<file path="config.mk">
export PLATFORM = sky130hd
export DESIGN_NAME = pulse_fifo_reader_flat
export DESIGN_NICKNAME = d
export VERILOG_FILES = /design/src/rtl/pulse_fifo_reader_if.sv /design/src/rtl/pulse_fifo_reader.sv /design/src/flat_wrapper.sv
export SDC_FILE = /design/constraint.sdc
export NUM_CORES = 1
export LEC_CHECK = 0
export ABC_AREA = 0
export CORE_ASPECT_RATIO = 0.9
export CORE_MARGIN = 2
export CORE_UTILIZATION = 44
export CTS_CLUSTER_SIZE = 25
export DETAILED_ROUTE_END_ITERATION = 8
export PLACE_DENSITY_LB_ADDON = 0.1
export SLEW_MARGIN = 20
export SYNTH_ARGS = -nofsm -noshare
export SYNTH_HDL_FRONTEND = slang
export SYNTH_SLANG_ARGS = --single-unit
</file>
<file path="constraint.sdc">
create_clock -name clk -period 1.36 [get_ports clk]
set_input_delay 0.272 -clock clk [delete_from_list [all_inputs] [get_ports clk]]
set_output_delay 0.272 -clock clk [all_outputs]
set_load 0.02 [all_outputs]
</file>
<file path="src/rtl/pulse_fifo_reader_if.sv">
// rtl/pulse_fifo_reader_if.sv - FIFO read port and Avalon-MM slave bundle for pulse_fifo_reader
interface pulse_fifo_reader_if #(
  parameter int USEDW_W = 8
);
  logic [63:0]        fifo_q;
  logic               fifo_empty;
  logic [USEDW_W-1:0] fifo_usedw;
  logic               fifo_rdreq;
  logic [1:0]         avs_address;
  logic               avs_read;
  logic               avs_write;
  logic [31:0]        avs_writedata;
  logic [31:0]        avs_readdata;
  logic               irq;

  modport slave (
    input  fifo_q, fifo_empty, fifo_usedw,
    input  avs_address, avs_read, avs_write, avs_writedata,
    output fifo_rdreq, avs_readdata, irq
  );

  modport master (
    output fifo_q, fifo_empty, fifo_usedw,
    output avs_address, avs_read, avs_write, avs_writedata,
    input  fifo_rdreq, avs_readdata, irq
  );
endinterface

</file>
<file path="src/rtl/pulse_fifo_reader.sv">
// rtl/pulse_fifo_reader.sv - drains a 64-bit photon-count FIFO into a holding register read as two 32-bit halves
module pulse_fifo_reader #(
  parameter int USEDW_W = 8
) (
  input  logic                 clk,
  input  logic                 reset_n,
  pulse_fifo_reader_if.slave   bus
);

  typedef enum logic [1:0] {
    ST_IDLE  = 2'd0,
    ST_WAIT  = 2'd1,
    ST_FULL  = 2'd2,
    ST_FLUSH = 2'd3
  } state_t;

  localparam logic [1:0] A_DATA_LO = 2'd0;
  localparam logic [1:0] A_DATA_HI = 2'd1;
  localparam logic [1:0] A_STATUS  = 2'd2;
  localparam logic [1:0] A_CONTROL = 2'd3;

  state_t      r_state;
  logic [63:0] r_hold;
  logic        r_valid;
  logic        r_underrun;
  logic        r_irq_en;
  logic        r_irq;
  logic [15:0] r_words_read;
  logic [31:0] r_readdata;

  logic        w_rd_access;
  logic        w_wr_access;
  logic        w_ctrl_write;
  logic        w_hi_read;
  logic        w_flush;
  logic        w_pop;
  logic        w_underrun_evt;
  logic        w_clr_underrun;
  logic        w_rdreq;
  logic [7:0]  w_usedw_ext;
  logic [31:0] w_rdata;
  logic        w_unused_wdata;

  // A read in the same cycle as a write wins; the write is simply dropped.
  always_comb begin
    w_rd_access    = bus.avs_read;
    w_wr_access    = bus.avs_write & ~bus.avs_read;
    w_ctrl_write   = w_wr_access & (bus.avs_address == A_CONTROL);
    w_hi_read      = w_rd_access & (bus.avs_address == A_DATA_HI);
    w_flush        = w_ctrl_write & bus.avs_writedata[2];
    w_pop          = w_hi_read & r_valid & ~w_flush;
    w_underrun_evt = w_hi_read & ~r_valid;
    w_clr_underrun = w_ctrl_write & bus.avs_writedata[1];
    w_rdreq        = reset_n & ~bus.fifo_empty &
                     ((r_state == ST_IDLE) | (r_state == ST_FLUSH));
  end

  always_comb begin
    w_usedw_ext = '0;
    w_usedw_ext[USEDW_W-1:0] = bus.fifo_usedw;
  end

  // Register reads see the state before this edge's update.
  always_comb begin
    w_rdata = '0;
    case (bus.avs_address)
      A_DATA_LO: w_rdata = r_hold[31:0];
      A_DATA_HI: w_rdata = r_valid ? r_hold[63:32] : 32'd0;
      A_STATUS:  w_rdata = {r_words_read, w_usedw_ext, 6'd0, r_underrun, r_valid};
      A_CONTROL: w_rdata = {30'd0, (r_state == ST_FLUSH), r_irq_en};
      default:   w_rdata = '0;
    endcase
  end

  assign w_unused_wdata = ^bus.avs_writedata[31:3];

  always_ff @(posedge clk or negedge reset_n) begin
    if (!reset_n) begin
      r_state      <= ST_IDLE;
      r_hold       <= '0;
      r_valid      <= 1'b0;
      r_underrun   <= 1'b0;
      r_irq_en     <= 1'b0;
      r_irq        <= 1'b0;
      r_words_read <= '0;
      r_readdata   <= '0;
    end else begin
      if (w_rd_access) begin
        r_readdata <= w_rdata;
      end

      // A new underrun outranks a clear landing on the same edge.
      if (w_underrun_evt) begin
        r_underrun <= 1'b1;
      end else if (w_clr_underrun) begin
        r_underrun <= 1'b0;
      end

      if (w_ctrl_write) begin
        r_irq_en <= bus.avs_writedata[0];
      end

      if (w_pop) begin
        r_words_read <= r_words_read + 16'd1;
      end

      r_irq <= r_irq_en & r_valid;

      if (w_flush) begin
        r_state <= ST_FLUSH;
        r_valid <= 1'b0;
      end else begin
        case (r_state)
          ST_IDLE: begin
            if (w_rdreq) begin
              r_state <= ST_WAIT;
            end
          end
          ST_WAIT: begin
            r_hold  <= bus.fifo_q;
            r_valid <= 1'b1;
            r_state <= ST_FULL;
          end
          ST_FULL: begin
            if (w_pop) begin
              r_valid <= 1'b0;
              r_state <= ST_IDLE;
            end
          end
          ST_FLUSH: begin
            // Words fetched while draining are never captured.
            if (bus.fifo_empty) begin
              r_state <= ST_IDLE;
            end
          end
          default: r_state <= ST_IDLE;
        endcase
      end
    end
  end

  assign bus.fifo_rdreq   = w_rdreq;
  assign bus.avs_readdata = r_readdata;
  assign bus.irq          = r_irq;

endmodule

</file>
<file path="src/flat_wrapper.sv">
// flat-port wrapper written by rule: the top's interface ports become plain ports
module pulse_fifo_reader_flat 
#(
  parameter int USEDW_W = 8
)
  (clk, reset_n, bus_fifo_q, bus_fifo_empty, bus_fifo_usedw, bus_avs_address, bus_avs_read, bus_avs_write, bus_avs_writedata, bus_fifo_rdreq, bus_avs_readdata, bus_irq);
  pulse_fifo_reader_if #(.USEDW_W(USEDW_W)) bus_i ();
  input  logic clk;
  input  logic reset_n;
  input wire logic [$bits(bus_i.fifo_q)-1:0] bus_fifo_q;
  input wire logic [$bits(bus_i.fifo_empty)-1:0] bus_fifo_empty;
  input wire logic [$bits(bus_i.fifo_usedw)-1:0] bus_fifo_usedw;
  input wire logic [$bits(bus_i.avs_address)-1:0] bus_avs_address;
  input wire logic [$bits(bus_i.avs_read)-1:0] bus_avs_read;
  input wire logic [$bits(bus_i.avs_write)-1:0] bus_avs_write;
  input wire logic [$bits(bus_i.avs_writedata)-1:0] bus_avs_writedata;
  output wire logic [$bits(bus_i.fifo_rdreq)-1:0] bus_fifo_rdreq;
  output wire logic [$bits(bus_i.avs_readdata)-1:0] bus_avs_readdata;
  output wire logic [$bits(bus_i.irq)-1:0] bus_irq;
  assign bus_i.fifo_q = bus_fifo_q;
  assign bus_i.fifo_empty = bus_fifo_empty;
  assign bus_i.fifo_usedw = bus_fifo_usedw;
  assign bus_i.avs_address = bus_avs_address;
  assign bus_i.avs_read = bus_avs_read;
  assign bus_i.avs_write = bus_avs_write;
  assign bus_i.avs_writedata = bus_avs_writedata;
  assign bus_fifo_rdreq = bus_i.fifo_rdreq;
  assign bus_avs_readdata = bus_i.avs_readdata;
  assign bus_irq = bus_i.irq;
  pulse_fifo_reader #(.USEDW_W(USEDW_W)) u_core (.clk(clk), .reset_n(reset_n), .bus(bus_i));
endmodule
</file>
==> results of run 1 <==
area by class of cell:
| type | instances | share of cell area [%] |
|---|---|---|
| multi-input combinational | 237 | 29.12 |
| tap | 160 | 2.495 |
| clock inverter | 9 | 1.575 |
| timing repair buffer | 187 | 22.70 |
| sequential | 118 | 36.79 |
| clock buffer | 22 | 5.784 |
| inverter | 32 | 1.528 |
cell usage after synthesis (all sizes together), types with 4 or more instances:
cell | instances | area share (%)
o21ai | 7 | 0.64
xor2 | 6 | 0.96
nand3 | 9 | 0.82
nor2 | 10 | 0.69
a22oi | 9 | 1.2
ha | 5 | 1.1
clkbuf | 12 | 0.82
nand2 | 30 | 2.1
o221ai | 22 | 3.5
buf | 12 | 3.2
inv | 32 | 2.2
mux2 | 68 | 18
a211oi | 4 | 0.55
a21oi | 5 | 0.46
and3 | 4 | 0.46
mux2i | 24 | 4.4
dfrtp | 118 | 54
xnor2 | 9 | 1.4
worst paths after layout:
| check | from | endpoint | slack [ns] | cells after the start |
|---|---|---|---|---|
| max in group asynchronous | reset_n | u_core.r_hold[7]$_DFFE_PN0P_ | 0.28 | 4 |
| max reg2reg | u_core.r_state[1]$_DFFE_PN0P_ | u_core.r_hold[44]$_DFFE_PN0P_ | -0.37 | 8 |
| min in group clk | bus_avs_read | u_core.bus.avs_readdata[23]$_DFFE_PN0P_ | 0.37 | 3 |
| max | u_core.r_state[1]$_DFFE_PN0P_ | bus_fifo_rdreq | -0.37 | 4 |
| min reg2reg | u_core.r_words_read[15]$_DFFE_PN0P_ | u_core.r_words_read[15]$_DFFE_PN0P_ | 0.48 | 1 |
| min | reset_n | u_core.r_state[0]$_DFFE_PN0P_ | 0.31 | 3 |
layout by cell type, fill, tap and decap left out, types with 3 or more instances in the layout:
cell type                         count
sky130_fd_sc_hd__buf_4               50
sky130_fd_sc_hd__nand2_1             29
sky130_fd_sc_hd__clkdlybuf4s50_1     76
sky130_fd_sc_hd__o21ai_0              7
sky130_fd_sc_hd__o221ai_1            22
sky130_fd_sc_hd__mux2_4              64
sky130_fd_sc_hd__xor2_1               6
sky130_fd_sc_hd__xnor2_1              9
sky130_fd_sc_hd__clkbuf_16           20
sky130_fd_sc_hd__buf_6                8
sky130_fd_sc_hd__mux2_2               4
sky130_fd_sc_hd__clkinv_2             4
sky130_fd_sc_hd__and3_1               4
sky130_fd_sc_hd__clkdlybuf4s15_2     10
sky130_fd_sc_hd__a31oi_1              3
sky130_fd_sc_hd__nand4_1              3
sky130_fd_sc_hd__bufinv_16            3
sky130_fd_sc_hd__a21oi_1              5
sky130_fd_sc_hd__mux2i_1             24
sky130_fd_sc_hd__ha_4                 4
sky130_fd_sc_hd__dfrtp_1            118
sky130_fd_sc_hd__nor2_1              10
sky130_fd_sc_hd__clkbuf_2             6
sky130_fd_sc_hd__buf_2               18
sky130_fd_sc_hd__inv_1               29
sky130_fd_sc_hd__a22oi_1              9
sky130_fd_sc_hd__clkbuf_1             3
sky130_fd_sc_hd__nand3_1              7
sky130_fd_sc_hd__buf_12               9
flip-flops by register name, summed over array words and instances, names as in the netlist:
register and count:
u_core.bus.irq 1, u_core.r_words_read 16, u_core.r_underrun 1, u_core.r_state 2
u_core.r_irq_en 1, u_core.r_valid 1, u_core.bus.avs_readdata 32, u_core.r_hold 64
cell families (layout without fill, tap and decap cells):
| family | count (synthesis) | in the layout | synth area share [%] |
|---|---|---|---|
| flops | 118 | 118 | 53.94 |
| simple gates | 74 | 74 | 6.857 |
| mux | 92 | 92 | 22.49 |
| fa+ha+maj | 5 | 5 | 1.143 |
| buf+inv | 56 | 250 | 6.263 |
| compound gates | 51 | 51 | 6.903 |
| xor+xnor | 15 | 15 | 2.400 |
where the power goes:
| part | leakage (nW) | internal, mW | total (mW) | switching (mW) |
|---|---|---|---|---|
| combinational | 2.08 | 4.21 | 6.78 | 2.57 |
| clock | 0.290 | 2.95 | 4.48 | 1.53 |
| sequential | 1.45 | 4.95 | 5.81 | 0.865 |
metal layers:
metal	up-vias	wire length, µm	share of wire [%]	global-route usage (%)
li1	1816	-	-	-
met1	1838	6323	47	28.97
met2	100	6057	45	29.82
met3	14	718	5.4	5.757
met4	0	216	1.6	7.718
met5	-	0	0	0
worst max-delay path, stage by stage, from the launching register on:
cell and delay (ns):
sky130_fd_sc_hd__dfrtp_1 0.40, sky130_fd_sc_hd__inv_2 0.10, sky130_fd_sc_hd__ha_4 0.21, sky130_fd_sc_hd__nor3b_4 0.19
sky130_fd_sc_hd__buf_6 0.14
stage by stage:
stage | power, mW | setup TNS [ns]
finish | 17.07 | -20.37
global route | 17.92 | -22.48
CTS | 16.92 | -19.01
detailed placement | 11.62 | -63.37
global placement | 11.44 | -62.87
floorplan | 9.873 | -17.18
timing repair:
| item | CTS | global route |
|---|---|---|
| pin swaps | 7 | 7 |
| resized for setup | 135 | 34 |
| cloned | 3 | 4 |
| setup buffers | 8 | 8 |
| hold buffers | 1 | 0 |
| endpoints found under the hold margin | 4 | 0 |
| endpoints found under the setup margin | 134 | 106 |
==> results by stage, run 1 <==
Placed design:
- The wire-length estimate of the detail-placed layout is between 8 and 9 mm.
- The number of I/O port buffers is approximately 120.
- The placement-stage cell area is 0.007061 mm².
- The congestion estimate from routability-driven global placement came to between 0.7 and 0.8.
- Timing analysis after detailed placement gives a worst setup slack of -0.7146 ns.
- The number of placed instances, taps included, is about 710.

Floorplanning:
- The die covers about 0.013 mm².
- The placement row count is 38.
- The die is 109.8 µm tall.
- The I/O pin count is roughly 150.
- The total area inside the core boundary comes to roughly 0.012 mm².
- The floorplan die width is around 120 µm.
- The starting utilization of the core area is around 45%.

Timing:
- The number of max-slew violations in the final report is 0.
- Setup repair after global routing could not meet its margin everywhere.
- The maximum achievable frequency is about 580 MHz.
- Final hold analysis gives a worst-case slack of between 0.3 and 0.4 ns.
- After layout, the worst setup slack is -0.3706 ns.
- The number of setup violations in the final report is just over 70.
- The clock skew after layout is ~0.0062 ns.
- The final hold violation count is 0.
- In the finished design, the share of the clock period the worst path needs comes to 127.3%.
- In this run the tightest slew margin relative to its limit is about three fifths.
- Counting I/O delays and the setup requirement, the final critical path takes around 1.7 ns.
- The transition at the pin with the smallest max-transition slack is 0.6121 ns.

Clock tree:
- The largest buffer count on any clock path is 2.
- The CTS tree is built.
- The maximum level of the CTS H-tree is 4.
- The insertion delay to the later sink of the worst-skew pair is around 0.41 ns.
- For this design, the sink count on the clock tree is about 120.
- The CTS buffer count is 17.
- The root buffer selected by CTS is sky130_fd_sc_hd__clkbuf_16.
- Clock-pin slew was measured on the worst setup and hold paths at around 0.050 ns.

Route:
- The DRC violations left is 0.
- Dividing the detail-routed via count by the number of cells gives just under 5.
- For this run, the detailed router's first-pass iteration total came to 4.
- The detail route stage leaves a number of antenna-violating nets equal to 0.
- Across all layers, the routed design uses 3,768 vias.
- The number of violations reported at the end of detailed-routing iteration 0 is 226.
- After detailed routing, the average wire length per cell comes to roughly 17 µm.
- The post-detailed-routing wire length is 13.32 mm.

Power and ir drop:
- Dividing total power by cell area gives a power density of 2127 mW/mm².
- The peak supply drop is roughly 1200 µV.
- In this run the static leakage power is about 3.8 nW.

Logic synthesis:
- For this run, the number of Yosys warnings is 0.
- After synthesis, the netlist uses 36 different library cells.
- The sequential area share after synthesis is 53.94%.
- The number of nets produced by synthesis is about 530.
- The cell count after synthesis came out at between 400 and 500.
- The average cell area after synthesis is about 13 µm².
- The cell area after synthesis is 0.005474 mm².
- The flop and latch count out of synthesis is around 120.
- The count of flip-flops with a built-in enable after synthesis is 0.
- Of all flip-flops after synthesis, the portion carrying an async set or reset was 100.0%.
- Among all flip-flop cells after synthesis, the most frequent one is sky130_fd_sc_hd__dfrtp_1.

Global route:
- The maximum number of pins on one net before global-route repair is ~120.
- The global-route wire length before repair is a little over 20 mm.
- Summed over all layers, the global routing overflow is 0.
- For this run, the total global-route usage over all layers was measured as between 20% and 30%.
- The number of antenna violations at the first check in global routing is 0.
- The via count of the first global-routing pass was about 3,800.

Setup path:
- The maximum fanout encountered on the critical timing path is 2.
- The critical path start-end classification is register to output port.
- At the worst endpoint, the arrival time is ~1.5 ns.
- STA classifies the critical path endpoint as an output port.
- At the worst endpoint, the required time is ~1.1 ns.
- The worst setup path is launched from a register.

Job:
- The tool flagged a number of max-cap violations equal to 0.

Finish:
- The relative area change from synthesis to final layout is 46.61%.
- At the end of the flow, the number of nets in the layout was approximately 710.
- In the final layout, the multi-input gates occupy approximately 0.0023 mm².
- The cell area after layout is approximately 0.0080 mm².
- The area taken by flip-flops and latches is a little under 0.003 mm².
- The core occupancy in the finished layout is 66.45%.
- In the final layout, the share of cells above drive strength 1 is 37.69%.
- The number of antenna diodes in the final layout is 0.
- Fill cells in the final layout number between 900 and 1,000.
- The filler-free cell count of the finished design is roughly 770.

Run status:
- The flow ran to the end, but the final reports show violations.
- The final reports fail on negative setup slack.

Min path:
- The worst min-delay path category is input port to asynchronous set/reset pin.
(Power assumes the default switching activity.)
==> inputs of run 2 (changes only) <==
CAP_MARGIN = 20   (was not set)
==> results of run 2 <==
Same layout as run 1: the final DEF is identical, and so are final timing and power.
==> variant 1, RTL diff (flow settings as in run 1) <==
The 4 states of `state_t` get a one-hot encoding in 4 bits.
--- a/src/rtl/pulse_fifo_reader.sv
+++ b/src/rtl/pulse_fifo_reader.sv
@@ -8,9 +8,9 @@
 );
 
-  typedef enum logic [1:0] {
-    ST_IDLE  = 2'd0,
-    ST_WAIT  = 2'd1,
-    ST_FULL  = 2'd2,
-    ST_FLUSH = 2'd3
+  typedef enum logic [3:0] {
+    ST_IDLE  = 4'b0001,
+    ST_WAIT  = 4'b0010,
+    ST_FULL  = 4'b0100,
+    ST_FLUSH = 4'b1000
   } state_t;
 
Formal check against the unedited RTL: same outputs for any inputs over 4 cycles, from zero or initial values and one cycle with reset_n low; so few cycles prove little.
==> variant 1 against run 1 <==
The run ends with hold timing, setup timing left. Global-route usage is 0.71 points higher. Clock skew is 0.00055 ns higher. Wire length is 1.3% higher. Setup slack improved by 0.072 ns. Worst hold slack got worse by 0.35 ns. Core utilization shrank 1.2 points. Sequential cell count rose by 2. Synthesized area decreased by 0.50%. Design area down 1.9%. Highest routed layer unchanged.
Power is not compared: it rests on default switching activity, and its combinational part moved more than twofold at a synthesized area within 25%.
==> variant 1: results <==
export IMPL_ant_nets=0
export IMPL_diodes=0
export IMPL_postCtsSetupBuffers=4
export IMPL_crit_fanout=8
export IMPL_synth_flop_cell="dfrtp_1"
export IMPL_cp_startpoint="u_core.r_state[0]$_DFFE_PN1P_"
export IMPL_grt_util_all_layers_pct=21.1
export IMPL_p_sw_mw=3.31
export IMPL_violations="hold timing, setup timing"
export IMPL_synth_edff_count=0
export IMPL_fin_skew_ns=0.00679
export IMPL_clock_latency_ns=0.41
export IMPL_cts_resized=131
export IMPL_htreeDepth=4
export IMPL_yosys_area_top_type="dfrtp_1"
export IMPL_fin_nets=674
export IMPL_grt_antenna_before_repair=0
export IMPL_num_vias=3794
export IMPL_port_buffers=115
export IMPL_n_fill_cell=912
export IMPL_drive_gt1_share_pct=37.5
export IMPL_wl_per_cell_um=18.4
export IMPL_seqPwrFrac_pct=42.3
export IMPL_worst_slack_ns=-0.299
export IMPL_min_path_type="input port to asynchronous set/reset pin"
export IMPL_seq_area_frac_synth_pct=55.2
export IMPL_critPathKind="flop to flop"
export IMPL_reg2reg_to="u_core.r_hold[26]$_DFFE_PN0P_"
export IMPL_cts_max_path_buffers=2
export IMPL_p_leak_nw=3.64
export IMPL_synth_area_leaders="dfrtp_1 55%, mux2_4 17%, mux2i_1 4.8%"
export IMPL_slowest_delay_ns=0.54
export IMPL_drt_iter0_drc=201
export IMPL_finalHoldViolations=32
export IMPL_grt_pass1_vias=3990
export IMPL_dp_slack_ns=-0.706
export IMPL_clockRootBuffer="clkbuf_16"
export IMPL_syn_nets=505
export IMPL_hpwl_um=8310
export IMPL_status="complete, but fails checks"
export IMPL_cp_arrival_ns=1.94
export IMPL_largest_register_ffs=64
export IMPL_async_flop_share_pct=100
export IMPL_grt_max_degree=88
export IMPL_synth_warnings=0
export IMPL_synth_cell_types=44
export IMPL_ys_top_cells_by_count="119 x dfrtp_1, 60 x mux2_4, 35 x nor2_1"
export IMPL_setup_viol=77
export IMPL_worst_hold_slack_ns=-0.0411
export IMPL_slew_viol_final=0
export IMPL_worst_pin_slew_ns=0.481
export IMPL_top_register="u_core.r_hold"
export IMPL_reg2reg_depth=6
export IMPL_clkPwrFrac_pct=33.8
export IMPL_numCtsBuffers=17
export IMPL_grt_pass1_wl_um=21200
export IMPL_slowest_stage="dfstp_2"
export IMPL_gp_congestion=0.807
export IMPL_peakVddDrop_mv=0.832
export IMPL_placed_cell_area_sq_um=6970
==> variant 1: changes by cell type after synthesis, sizes merged, moves of 3 or more <==
cell           run 1  this run
a22oi              9         6
inv               32         9
ha                 5         1
nand3              9         2
nand2             30        11
o21ai              7        11
o221ai            22         0
nor2              10        35
a211oi             4         0
a221o              0        24
==> variant 1: logic make-up after synthesis <==
family,synth area share (%)
buffers and inverters,4.69
adders and majority gates,0.230
DFF,55.2
xor gates and xnor gates,2.57
AOI/OAI and AO/OA,7.26
muxes,22.6
and+or+nand+nor,7.54
==> variant 1: through the flow <==
| step | std cells | util (%) | setup TNS, ns |
|---|---|---|---|
| floorplan | 393 | - | -14.72 |
| global placement | 687 | 57.7 | -70.93 |
| detailed placement | 687 | 57.7 | -71.86 |
| CTS | 726 | 64.9 | -16.42 |
| global route | 734 | 65.2 | -21.84 |
| finish | 734 | 65.2 | -18.29 |
==> variant 1: layout make-up <==
| class | count | share of cell area [%] |
|---|---|---|
| inverters | 10 | 0.477 |
| well taps | 160 | 2.54 |
| clock inverters | 9 | 1.26 |
| multi-input cells | 238 | 29.4 |
| flip-flops and latches | 120 | 38.2 |
| clock buffers | 22 | 6.02 |
| repair buffers | 175 | 22.2 |
==> variant 1: routing by layer <==
| layer | up-vias | part of all wire [%] | global-route usage, % | wire [um] |
|---|---|---|---|---|
| met5 | - | 0 | 0 | 0 |
| met1 | 1918 | 45 | 28.8 | 6110 |
| met2 | 108 | 48 | 33.9 | 6460 |
| met4 | 0 | 0.62 | 6.08 | 83 |
| li1 | 1759 | - | - | - |
| met3 | 9 | 6.2 | 5.08 | 840 |
==> variant 1: critical path: cells and delay by family, from the launching register on <==
family	cells	cell delay (ns)
buf+inv	3	0.45
flops	1	0.54
simple gates	2	0.25
mux	1	0.29
==> variant 2, RTL diff (flow settings as in run 1) <==
Made on the original files. `USEDW_W` is set to 8 in 3 places; all go to 7.
--- a/src/rtl/pulse_fifo_reader_if.sv
+++ b/src/rtl/pulse_fifo_reader_if.sv
@@ -1,5 +1,5 @@
 // rtl/pulse_fifo_reader_if.sv - FIFO read port and Avalon-MM slave bundle for pulse_fifo_reader
 interface pulse_fifo_reader_if #(
-  parameter int USEDW_W = 8
+  parameter int USEDW_W = 7
 );
   logic [63:0]        fifo_q;
--- a/src/rtl/pulse_fifo_reader.sv
+++ b/src/rtl/pulse_fifo_reader.sv
@@ -1,5 +1,5 @@
 // rtl/pulse_fifo_reader.sv - drains a 64-bit photon-count FIFO into a holding register read as two 32-bit halves
 module pulse_fifo_reader #(
-  parameter int USEDW_W = 8
+  parameter int USEDW_W = 7
 ) (
   input  logic                 clk,
--- a/src/flat_wrapper.sv
+++ b/src/flat_wrapper.sv
@@ -2,5 +2,5 @@
 module pulse_fifo_reader_flat 
 #(
-  parameter int USEDW_W = 8
+  parameter int USEDW_W = 7
 )
   (clk, reset_n, bus_fifo_q, bus_fifo_empty, bus_fifo_usedw, bus_avs_address, bus_avs_read, bus_avs_write, bus_avs_writedata, bus_fifo_rdreq, bus_avs_readdata, bus_irq);
Interface: changed (resized bus_fifo_usedw); port bits go from 145 to 144. No check against the original RTL was run, so the function may have changed too.
==> variant 2 against run 1 <==
The run still ends with setup timing left. Total power up 4.0%. Design area is 2.3% higher. Die area increased by 0.31%. Sequential power about the same. Sequential cell count stayed put. Wire length up 3.1%. First-iteration DRC count fell by 42%. Synthesized area increased by 0.32%. Register-to-register slack lost 0.03 ns. Setup slack worse by 0.14 ns. Clock power grew 10%. Sequential share of layout area fell by 0.80 points. Largest cell class unchanged.
==> variant 2: results <==
export IMPL_status="complete, but fails checks"
export IMPL_violations="setup timing"
export IMPL_seq_area_frac_synth_pct=53.8
export IMPL_async_flop_share_pct=100
export IMPL_clk_pin_slew_ns=0.05
export IMPL_hpwl_um=8840
export IMPL_crit_fanout=2
export IMPL_clockRootBuffer="clkbuf_16"
export IMPL_wl_per_cell_um=17.8
export IMPL_setup_viol=68
export IMPL_peakVddDrop_mv=1.29
export IMPL_synth_compound_area_share_pct=8.13
export IMPL_firstDrtPassIters=4
export IMPL_avgViaCountPerCell=5.01
export IMPL_drc=0
export IMPL_fin_setup_tns_ns=-13.19
export IMPL_worst_pin_slew_ns=0.932
export IMPL_min_path_type="input port to asynchronous set/reset pin"
export IMPL_reg2reg_to="u_core.r_state[1]$_DFFE_PN0P_"
export IMPL_cts_max_path_buffers=2
export IMPL_cp_arrival_ns=1.60
export IMPL_fin_nets=714
export IMPL_port_buffers=114
export IMPL_synth_xor_area_share_pct=2.39
export IMPL_cp_startpoint="u_core.r_state[0]$_DFFE_PN0P_"
export IMPL_drive_gt1_share_pct=42.3
export IMPL_synth_area_leaders="dfrtp_1 54%, mux2_4 16%, mux2_2 4.9%"
export IMPL_p_leak_nw=3.83
export IMPL_synthMuxAreaShare_pct=22.1
export IMPL_fin_skew_ns=0.0111
export IMPL_synthAdderAreaFrac_pct=1.14
export IMPL_n_fill_cell=942
export IMPL_r2r_slack_ns=-0.40
export IMPL_synth_cell_types=39
export IMPL_numCtsBuffers=17
export IMPL_ys_top_cells_by_count="118 x dfrtp_1, 60 x mux2_4, 28 x inv_1"
export IMPL_slew_viol_final=0
export IMPL_cp_endpoint="bus_fifo_rdreq"
export IMPL_clock_latency_ns=0.41
export IMPL_grt_util_all_layers_pct=21.6
export IMPL_synth_flop_cell="dfrtp_1"
export IMPL_htreeDepth=4
export IMPL_gp_congestion=0.778
export IMPL_drt_iter0_drc=131
export IMPL_reg2reg_depth=7
export IMPL_grt_max_degree=74
export IMPL_syn_nets=526
export IMPL_worst_slack_ns=-0.512
export IMPL_grt_pass1_vias=4134
export IMPL_grt_pass1_wl_um=21700
export IMPL_grt_antenna_before_repair=0
export IMPL_diodes=0
export IMPL_top_register="u_core.r_hold"
==> variant 2: cell type report <==
class                   count  area share [%]
inverters                  28            1.28
flip-flops and latches    118            36.0
well taps                 160            2.44
clock inverters            10            2.04
clock buffers              22            6.02
repair buffers            191            23.1
multi-input cells         243            29.2
==> variant 2: how the worst min path moves through the flow <==
| stage | end | depth (start not counted) | slack, ns |
|---|---|---|---|
| CTS | u_core.r_valid$_DFFE_PN0P_ | 3 | 0.07 |
| global placement | u_core.r_underrun$_DFFE_PN0P_ | 2 | 0.46 |
| finish | u_core.r_state[0]$_DFFE_PN0P_ | 3 | 0.07 |
| detailed placement | u_core.r_underrun$_DFFE_PN0P_ | 2 | 0.49 |
| global route | u_core.r_hold[1]$_DFFE_PN0P_ | 3 | 0.11 |
| floorplan | u_core.bus.avs_readdata[0]$_DFFE_PN0P_ | 0 | -0.02 |
==> variant 2: per-layer routing <==
layer,vias up,routed length (um),GRT usage (%)
li1,1824,-,-
met1,1962,6300,28.8
met2,77,6780,34.8
met3,6,564,5.92
met4,0,78,6.57
met5,-,0,0
==> variant 2: power breakdown <==
part,internal [mW],switching [mW]
Clock,3.32,1.61
Combinational,4.45,2.58
Sequential,4.93,0.864
==> variant 2: worst max-delay path, stage by stage (launching register included) <==
cell	delay (ns)
dfrtp_1	0.38
inv_2	0.08
ha_4	0.20
or3b_4	0.37
inv_2	0.06
buf_6	0.10
==> variant 2: cells by family after synthesis <==
group | Yosys count
xor gates and xnor gates | 15
AOI/OAI and AO/OA | 72
muxes | 87
DFF | 118
adders and majority gates | 5
and+or+nand+nor | 63
buffers and inverters | 51
==> variant 2: through the flow <==
| step | total power [mW] | worst slack [ns] | util (%) | cells | instance area [sq um] |
|---|---|---|---|---|---|
| after floorplan | 9.91 | -0.254 | - | 411 | 5540 |
| after global placement | 11.8 | -0.625 | 59.1 | 722 | 7170 |
| after detailed placement | 11.9 | -0.704 | 59.1 | 722 | 7170 |
| after CTS | 17.8 | -0.540 | 67.5 | 769 | 8190 |
| after global routing | 18.7 | -0.563 | 67.7 | 772 | 8210 |
| final | 17.7 | -0.512 | 67.7 | 772 | 8210 |
==> variant 2: timing repair <==
| action | in CTS | in global routing |
|---|---|---|
| gates resized for setup | 138 | 32 |
| setup endpoints to repair | 122 | 119 |
| gates cloned | 5 | 1 |
| buffers inserted | 10 | 4 |
| pin swaps | 7 | 10 |
